$ cat src/rtl/rob_pkg.sv
// Shared reorder-buffer definitions: tag width, tag count and tag type.
// The status table, reorder buffer and CDB logic use these as well.
package rob_pkg;

   localparam int TAG_W    = 5;
   localparam int NUM_TAGS = 2 ** TAG_W;

   typedef logic [TAG_W-1:0] tag_t;
   typedef logic [TAG_W:0]   tag_cnt_t;

   localparam tag_cnt_t TAG_CNT_FULL = tag_cnt_t'(NUM_TAGS);

endpackage

$ cat src/rtl/tag_fifo.sv
// Free-list of reorder-buffer tags feeding dispatch.
// This is a circular FIFO that comes out of reset holding every tag (0..NUM_TAGS-1).
// The head tag is presented first-word-fall-through, and tags come back on commit.
module tag_fifo
   import rob_pkg::*;
(
   input  logic            clock,
   input  logic            reset,
   input  logic            flush,
   input  logic            alloc_req,
   output tag_t            alloc_tag,
   output logic            alloc_valid,
   input  logic            free_en,
   input  tag_t            free_tag,
   output logic [TAG_W:0]  count,
   output logic            full,
   output logic            empty,
   output logic            overflow_err
);

   tag_t     mem_q [NUM_TAGS];
   tag_t     rd_ptr_q, rd_ptr_d;
   tag_t     wr_ptr_q, wr_ptr_d;
   tag_cnt_t count_q, count_d;
   logic     ovf_q, ovf_d;
   logic     pop, push;

   // Status decode comes from the counter alone.
   // When the FIFO is full or empty, the two pointers are equal, so they cannot tell the cases apart.
   always_comb begin
      empty = (count_q == '0);
      full  = (count_q == TAG_CNT_FULL);
      pop   = alloc_req & ~empty;
      // A pop in the same cycle frees a slot, so a free is accepted even when full.
      push  = free_en & (~full | pop);
   end

   assign alloc_tag    = mem_q[rd_ptr_q];
   assign alloc_valid  = ~empty;
   assign count        = count_q;
   assign overflow_err = ovf_q;

   // Next-state logic for the pointers, the counter and the sticky overflow flag.
   // A flush overrides any alloc or free in the same cycle.
   always_comb begin
      rd_ptr_d = rd_ptr_q;
      wr_ptr_d = wr_ptr_q;
      count_d  = count_q;
      ovf_d    = ovf_q;
      if (flush) begin
         rd_ptr_d = '0;
         wr_ptr_d = '0;
         count_d  = TAG_CNT_FULL;
      end else begin
         if (pop)  rd_ptr_d = rd_ptr_q + tag_t'(1);
         if (push) wr_ptr_d = wr_ptr_q + tag_t'(1);
         case ({push, pop})
            2'b10:   count_d = count_q + tag_cnt_t'(1);
            2'b01:   count_d = count_q - tag_cnt_t'(1);
            default: count_d = count_q;
         endcase
         if (free_en & ~push) ovf_d = 1'b1;
      end
   end

   // Control registers: reset clears everything, while a flush leaves the overflow flag alone.
   always_ff @(posedge clock or posedge reset) begin
      if (reset) begin
         rd_ptr_q <= '0;
         wr_ptr_q <= '0;
         count_q  <= TAG_CNT_FULL;
         ovf_q    <= 1'b0;
      end else begin
         rd_ptr_q <= rd_ptr_d;
         wr_ptr_q <= wr_ptr_d;
         count_q  <= count_d;
         ovf_q    <= ovf_d;
      end
   end

   // Tag storage is a flop array because reset and flush must restore the identity pattern.
   always_ff @(posedge clock or posedge reset) begin
      if (reset) begin
         for (int i = 0; i < NUM_TAGS; i++) mem_q[i] <= tag_t'(i);
      end else if (flush) begin
         for (int i = 0; i < NUM_TAGS; i++) mem_q[i] <= tag_t'(i);
      end else if (push) begin
         mem_q[wr_ptr_q] <= free_tag;
      end
   end

endmodule

$ cat config.mk
export PLATFORM = sky130hd
export DESIGN_NAME = tag_fifo
export DESIGN_NICKNAME = d
export VERILOG_FILES = /design/src/rtl/rob_pkg.sv /design/src/rtl/tag_fifo.sv
export SDC_FILE = /design/constraint.sdc
export NUM_CORES = 1
export LEC_CHECK = 0
export CORE_ASPECT_RATIO = 0.7
export CORE_MARGIN = 3
export CORE_UTILIZATION = 35
export DETAILED_ROUTE_END_ITERATION = 10
export DONT_BUFFER_PORTS = 1
export HOLD_SLACK_MARGIN = 0.08
export PLACE_DENSITY_LB_ADDON = 0.08
export RECOVER_POWER = 50
export SETUP_SLACK_MARGIN = 0.15
export SLEW_MARGIN = 40
export SYNTH_ARGS = -nofsm -noshare
export SYNTH_HDL_FRONTEND = slang
export SYNTH_SLANG_ARGS = --single-unit
$ cat constraint.sdc
create_clock -name clock -period 5.3 [get_ports clock]
set_clock_uncertainty 0.15 [all_clocks]
set_input_delay 0.53 -clock clock [delete_from_list [all_inputs] [get_ports clock]]
set_output_delay 0.53 -clock clock [all_outputs]
set_load 0.03 [all_outputs]
==> key figures, run 1 <==
Status
  • Run status: finished with violations
  • Violated checks: max-capacitance violations, max-slew violations

GRT
  • Vias in the first global route: between 7000 and 8000
  • Largest net degree at the start of global routing: a little over 90
  • Total GRT Usage: between 20% and 30%
  • Grt ovf: 0
  • M2 GR Usage: 28.73%
  • Initial antenna violation count: 0
  • Global-route met3 utilization: under 10%
  • First-pass GRT wire length: approximately 45000 um
  • Global routing met1 resource utilization: between 30 and 40%
  • Busiest layer in global routing: met1

Critical path
  • Worst path max stage delay: ~690 ps
  • WP data arrival: 2850 ps
  • CP Capture Type: output port
  • Buf/Inv on CP: 1
  • Startpoint Class: register
  • Crit path cell chain: buf_4 > mux4_1 > mux4_2 > nand2_1 > nand3_1
  • Critical Path RT: 4620 ps
  • Critical path's top delay family: multiplexers
  • Slowest-stage cell, CP: mux4_1
  • WS Path Type: register to output port
  • Critical path peak fanout: 24

Synth
  • Synth area leader: dfrtp_1
  • Avg Cell Area, Syn: 9.780 sq um
  • Async SR Flop Fraction: 100.0%
  • Post-synth top area share: about a quarter
  • Sequential fraction of the synthesis area: 49.23%
  • Mapped Area: 9203 sq um
  • Cell count after synthesis: approximately 940
  • Synth Flop Type: dfrtp_1
  • Post-Syn Nets: around 960
  • Synth Register Bits: roughly 180
  • Synth top area cells: dfrtp_1 26%, dfstp_2 23%, nand3_1 7.0%
  • Cell variety after synth: 48
  • Yosys Warn Count: 0
  • Number of synthesized flops with an enable pin: 0

Floorplanning
  • # rows: between 40 and 50
  • Core area: roughly 25000 sq um
  • Die area: between 20000 and 30000 sq um
  • Die H: between 100 and 150 um
  • Die width: around 200 um
  • Initial core utilization: between 30% and 40%
  • Ports: 25

Timing
  • Post-layout min period: 3534 ps
  • Unrepaired setup endpoints after global routing: false
  • Max_slew headroom: -34.92%
  • Tcrit/Tclk final: between 60% and 70%
  • Fmax: approximately 280 MHz
  • Worst slew pin tran: between 2000 and 2500 ps
  • Finish-stage setup viols: 0
  • Hold Vio Cnt, Final: 0
  • Setup TNS: 0 ps
  • Slew Limit Fails: 39

CTS
  • Clock sink count: approximately 180
  • H-tree levels: 4
  • Clock Latency Late Sink: roughly 440 ps
  • Clock root cell: clkbuf_16
  • CTS tree: built
  • PostCTS Resize Cnt: 0
  • Max clock buf depth: 2
  • Clk slew on worst S/H paths: 60 ps
  • Num CTS Buffers: 17

Power and ir drop
  • Tot Pwr: 3329 uW
  • Max VDD drop: approximately 0.21 mV
  • P_leak: roughly 0.0039 uW
  • PD cells: about 330 nW/um^2

Routing
  • Iter 0 DRT Violations: slightly below 600
  • Routed WL: around 29000 um
  • Drt wl/cell: about 23 um
  • Vias: slightly above 7000
  • Drt pass-1 iters: 7
  • DRC viols: 0
  • Avg Vias per Cell: around 5.7
  • Detail Route Antenna Nets: 0

Placement
  • HPWL after detailed placement: about 17000 um
  • Final RePlAce weighted congestion: between 0.8 and 0.9
  • IO buf count: 0

Job
  • Max Cap Viol: 1

Finish
  • Layout cells sized above 1: approximately 18%
  • Commonest non-fill, non-tap cells in the layout: 138 x nand2_1, 128 x nand3_1, 123 x a21oi_1
  • Nets: 919
  • Diodes inserted: 0
  • Area Growth Syn to Fin: 9.734%
  • Fillers: about 2500
  • Commonest non-fill, non-tap cell in the layout: nand2_1

Worst hold path
  • Hold Crit Class: input port to register
path summary, 6_finish.rpt:
check | start | to | slack (ps) | cells past startpoint
setup / recovery | rd_ptr_q[0] | alloc_tag[0] | 1770 | 5
hold reg to reg | mem_q[46] | mem_q[46] | 330 | 2
min in group asynchronous | reset | mem_q[4] | 770 | 2
setup reg to reg | count[5] | count[5] | 1810 | 9
max in group asynchronous | reset | mem_q[131] | 2290 | 3
hold / removal | alloc_req | rd_ptr_q[1] | 100 | 2
cell type report:
cell class                      instances  area (sq um)  area share, %
Timing Repair Buffer                   32         315.3          3.122
Tap cell                              325         406.6          4.027
Sequential cell                       177          4534          44.90
Clock buffer                           20         446.7          4.423
Multi-Input combinational cell        665          4262          42.20
Inverter                                6         23.77         0.2354
Clock inverter                         12         110.1          1.090
where the power goes:
group	internal [uW]	switching (uW)	total, uW
clock	661	565	1230
sequential	1400	113	1510
combinational	196	399	595
worst register-to-register path, cell delays in order (launching register included):
cell and delay (ps):
dfstp_1 900, nand3b_2 430, nand2_1 160, nor2_1 340, ha_1 330, a211oi_1 380
o21bai_1 130, a21o_1 230, o31ai_1 200, o221ai_1 150
what timing repair did:
item,4_1_cts,5_1_grt
buffers inserted,0,0
hold endpoints to repair,129,1
hold buffers,17,1
kinds of logic after synthesis:
| family | after synthesis | synth area share (%) |
|---|---|---|
| XOR/XNOR | 9 | 0.8566 |
| multiplexers | 93 | 14.14 |
| AO/OA/AOI/OAI | 150 | 8.946 |
| adder cells (fa/ha/maj) | 10 | 1.441 |
| flip-flops | 177 | 49.23 |
| AND/OR/NAND/NOR | 403 | 20.29 |
| buffers and inverters | 99 | 5.099 |
metrics by stage:
step,std cells,instance area (sq um),setup slack (ps),utilization [%],hold WS (ps)
final,1237,10100,1766,40.03,103.4
after global routing,1237,10100,1610,40.03,87.39
after CTS,1235,10090,1723,40.01,81.27
after detailed placement,1186,9348,1921,37.06,327.4
after global placement,1185,9318,1992,36.94,319.0
after floorplan,941,9206,2359,-,313.6
Yosys cell counts (2+ instances only):
master / instances
mux2_2: 5
nor2_1: 42
buf_6: 4
ha_1: 9
nor3b_1: 3
a21oi_1: 123
and2_1: 20
and3b_1: 2
inv_1: 5
xor2_1: 6
a21o_1: 3
nand3_1: 128
clkbuf_1: 47
clkbuf_2: 5
mux2i_1: 63
dfrtp_1: 96
a22oi_1: 10
buf_1: 10
nor2b_1: 4
nand4_1: 3
nor3_1: 54
nand2_1: 138
a41oi_1: 4
a211oi_1: 2
o21ai_0: 2
and3_1: 3
mux4_2: 11
dfstp_2: 81
nand2b_1: 2
xnor2_1: 3
buf_2: 24
mux4_1: 13
sequential cells by signal, summed over array words and instances, names as in the netlist:
signal and flops:
mem_q 160, rd_ptr_q 5, wr_ptr_q 5, count 6, overflow_err 1
routing by layer:
| metal | vias to the layer above | wire, um |
|---|---|---|
| met5 | - | 0 |
| met4 | 0 | 169 |
| met3 | 13 | 2520 |
| met2 | 242 | 11910 |
| met1 | 3579 | 14470 |
| li1 | 3224 | - |
Note: power is estimated with default switching activity, not from simulation.
==> inputs of run 2 (changes only) <==
clock period = 2.9 ns   (was 5.3 ns; I/O delays follow)
==> key figures, run 2 (same netlist as run 1, synthesis figures left out) <==
Floorplanning
  • Ports: 25
  • Die area: about 28000 sq um
  • Die H: about 140 um
  • Core area: between 20000 and 30000 sq um
  • # rows: 48
  • Initial core utilization: ~36%
  • Die width: 199.8 um

Status
  • Violated checks: max-capacitance violations, max-slew violations, negative setup slack
  • Run status: finished with violations

Routing
  • DRC viols: 0
  • Routed WL: around 29000 um
  • Drt pass-1 iters: 5
  • Drt wl/cell: 22.19 um
  • Avg Vias per Cell: ~5.7
  • Detail Route Antenna Nets: 0
  • Vias: about 7300
  • Iter 0 DRT Violations: 626

Power and ir drop
  • Max VDD drop: 0.3791 mV
  • PD cells: slightly above 600 nW/um^2
  • P_leak: between 0.004 and 0.005 uW

Timing
  • Setup TNS: -143.4 ps
  • Unrepaired setup endpoints after global routing: true
  • Tcrit/Tclk final: 101.7%
  • Worst slew pin tran: ~1900 ps
  • Slew Limit Fails: around 130
  • Post-layout min period: 2949 ps
  • Setup WS post-layout: -49.01 ps
  • Finish-stage setup viols: 4
  • Hold Vio Cnt, Final: 0
  • Fmax: 339.1 MHz
  • Hold WS: about 130 ps
  • Max_slew headroom: -26.23%

Finish
  • Diodes inserted: 0
  • Fillers: between 2000 and 2500
  • Register name with the most flops: mem_q
  • Multi-input gate area: approximately 4300 sq um
  • FF+latch area: ~4500 sq um
  • Area Growth Syn to Fin: 17.23%
  • Nets: 976
  • Commonest non-fill, non-tap cells in the layout: 134 x nand2_1, 123 x nand3_1, 123 x a21oi_1
  • Max reg flops: 160
  • Commonest non-fill, non-tap cell in the layout: nand2_1
  • Layout cells sized above 1: around 22%

CTS
  • CTS tree: built
  • Clock Latency Late Sink: ~440 ps
  • H-tree levels: 4
  • Max clock buf depth: 2
  • Clock root cell: clkbuf_16
  • Num CTS Buffers: 17
  • Clk slew on worst S/H paths: around 70 ps
  • Clock sink count: between 150 and 200

Critical path
  • WS Path Type: register to output port
  • CP Capture Type: output port
  • Startpoint Class: register
  • Critical path peak fanout: 6
  • Critical Path RT: between 2000 and 2500 ps
  • WP data arrival: between 2000 and 3000 ps

Placement
  • HPWL after detailed placement: ~18000 um
  • Final RePlAce weighted congestion: about 0.87
  • IO buf count: 0

Job
  • Max Cap Viol: 1

GRT
  • Total GRT Usage: a little over a fifth
  • Initial antenna violation count: 0
  • Grt ovf: 0
  • Vias in the first global route: roughly 7200
  • First-pass GRT wire length: around 45000 um
  • Largest net degree at the start of global routing: ~130

Worst hold path
  • Hold Crit Class: input port to register
==> run 2: changes by cell type in the layout (fill, tap and decap cells not counted), moves of 4 or more <==
cell | before | now
mux4_2 | 11 | 22
buf_4 | 10 | 24
nand3_1 | 128 | 123
clkbuf_1 | 4 | 8
nand3_2 | 0 | 5
buf_6 | 0 | 9
nand2_1 | 138 | 134
nand2_2 | 0 | 4
mux4_1 | 13 | 2
dlygate4sd3_1 | 16 | 36
==> run 2: timing repair <==
action                                  4_1_cts  5_1_grt
pin swaps                                     4        0
setup buffers                                 6        1
hold buffers                                 42        0
cloned                                        3        0
endpoints found under the setup margin        5       22
resized for setup                            34       11
endpoints found under the hold margin       273        0
==> run 2: area by class of cell <==
type	count	area share, %
sequential	177	42.04
multi-input combinational	665	40.01
timing repair buffer	89	8.548
clock buffer	23	4.442
tap	325	3.769
clock inverter	9	0.9627
inverter	6	0.2204
==> run 2: final timing paths <==
path / from / to / slack, ps / cells past startpoint
min in group asynchronous: reset / mem_q[16] / 580 / 3
setup / recovery: rd_ptr_q[0] / alloc_tag[2] / -50 / 7
setup reg to reg: count[3] / mem_q[157] / 300 / 8
hold / removal: flush / mem_q[10] / 130 / 2
hold reg to reg: mem_q[61] / mem_q[61] / 330 / 2
max in group asynchronous: reset / rd_ptr_q[1] / 310 / 3
==> run 2: report_power, final <==
group,internal (uW),total [uW],switching (uW)
sequential,2550,2630,77.8
combinational,593,1540,945
clock,1340,2350,1010
total,4490,6520,2030
==> run 2: metrics by stage <==
stage,worst slack [ps],total power [uW],util [%],cell area [sq um],std cells
finish,-49.01,6524,42.77,10790,1294
CTS,-82.91,6550,42.69,10770,1293
floorplan,102.2,3582,-,9218,941
global placement,213.9,3910,37.83,9542,1210
detailed placement,210.4,3932,37.85,9547,1210
global route,-150.5,6810,42.77,10790,1294
==> run 2: critical path, cell delays in order (launching register included) <==
cell and delay, ps:
dfrtp_2 440, buf_6 140, buf_16 130, mux4_2 520, mux4_2 500, nand2_2 80
nand3_2 90, buf_6 150
==> run 2: metal layers <==
layer	wire, um	global-route usage, %	vias up
met1	14160	32.70	3759
met3	2334	7.073	18
met5	0	0	-
met2	11980	28.77	232
met4	236	4.073	0
li1	-	-	3327
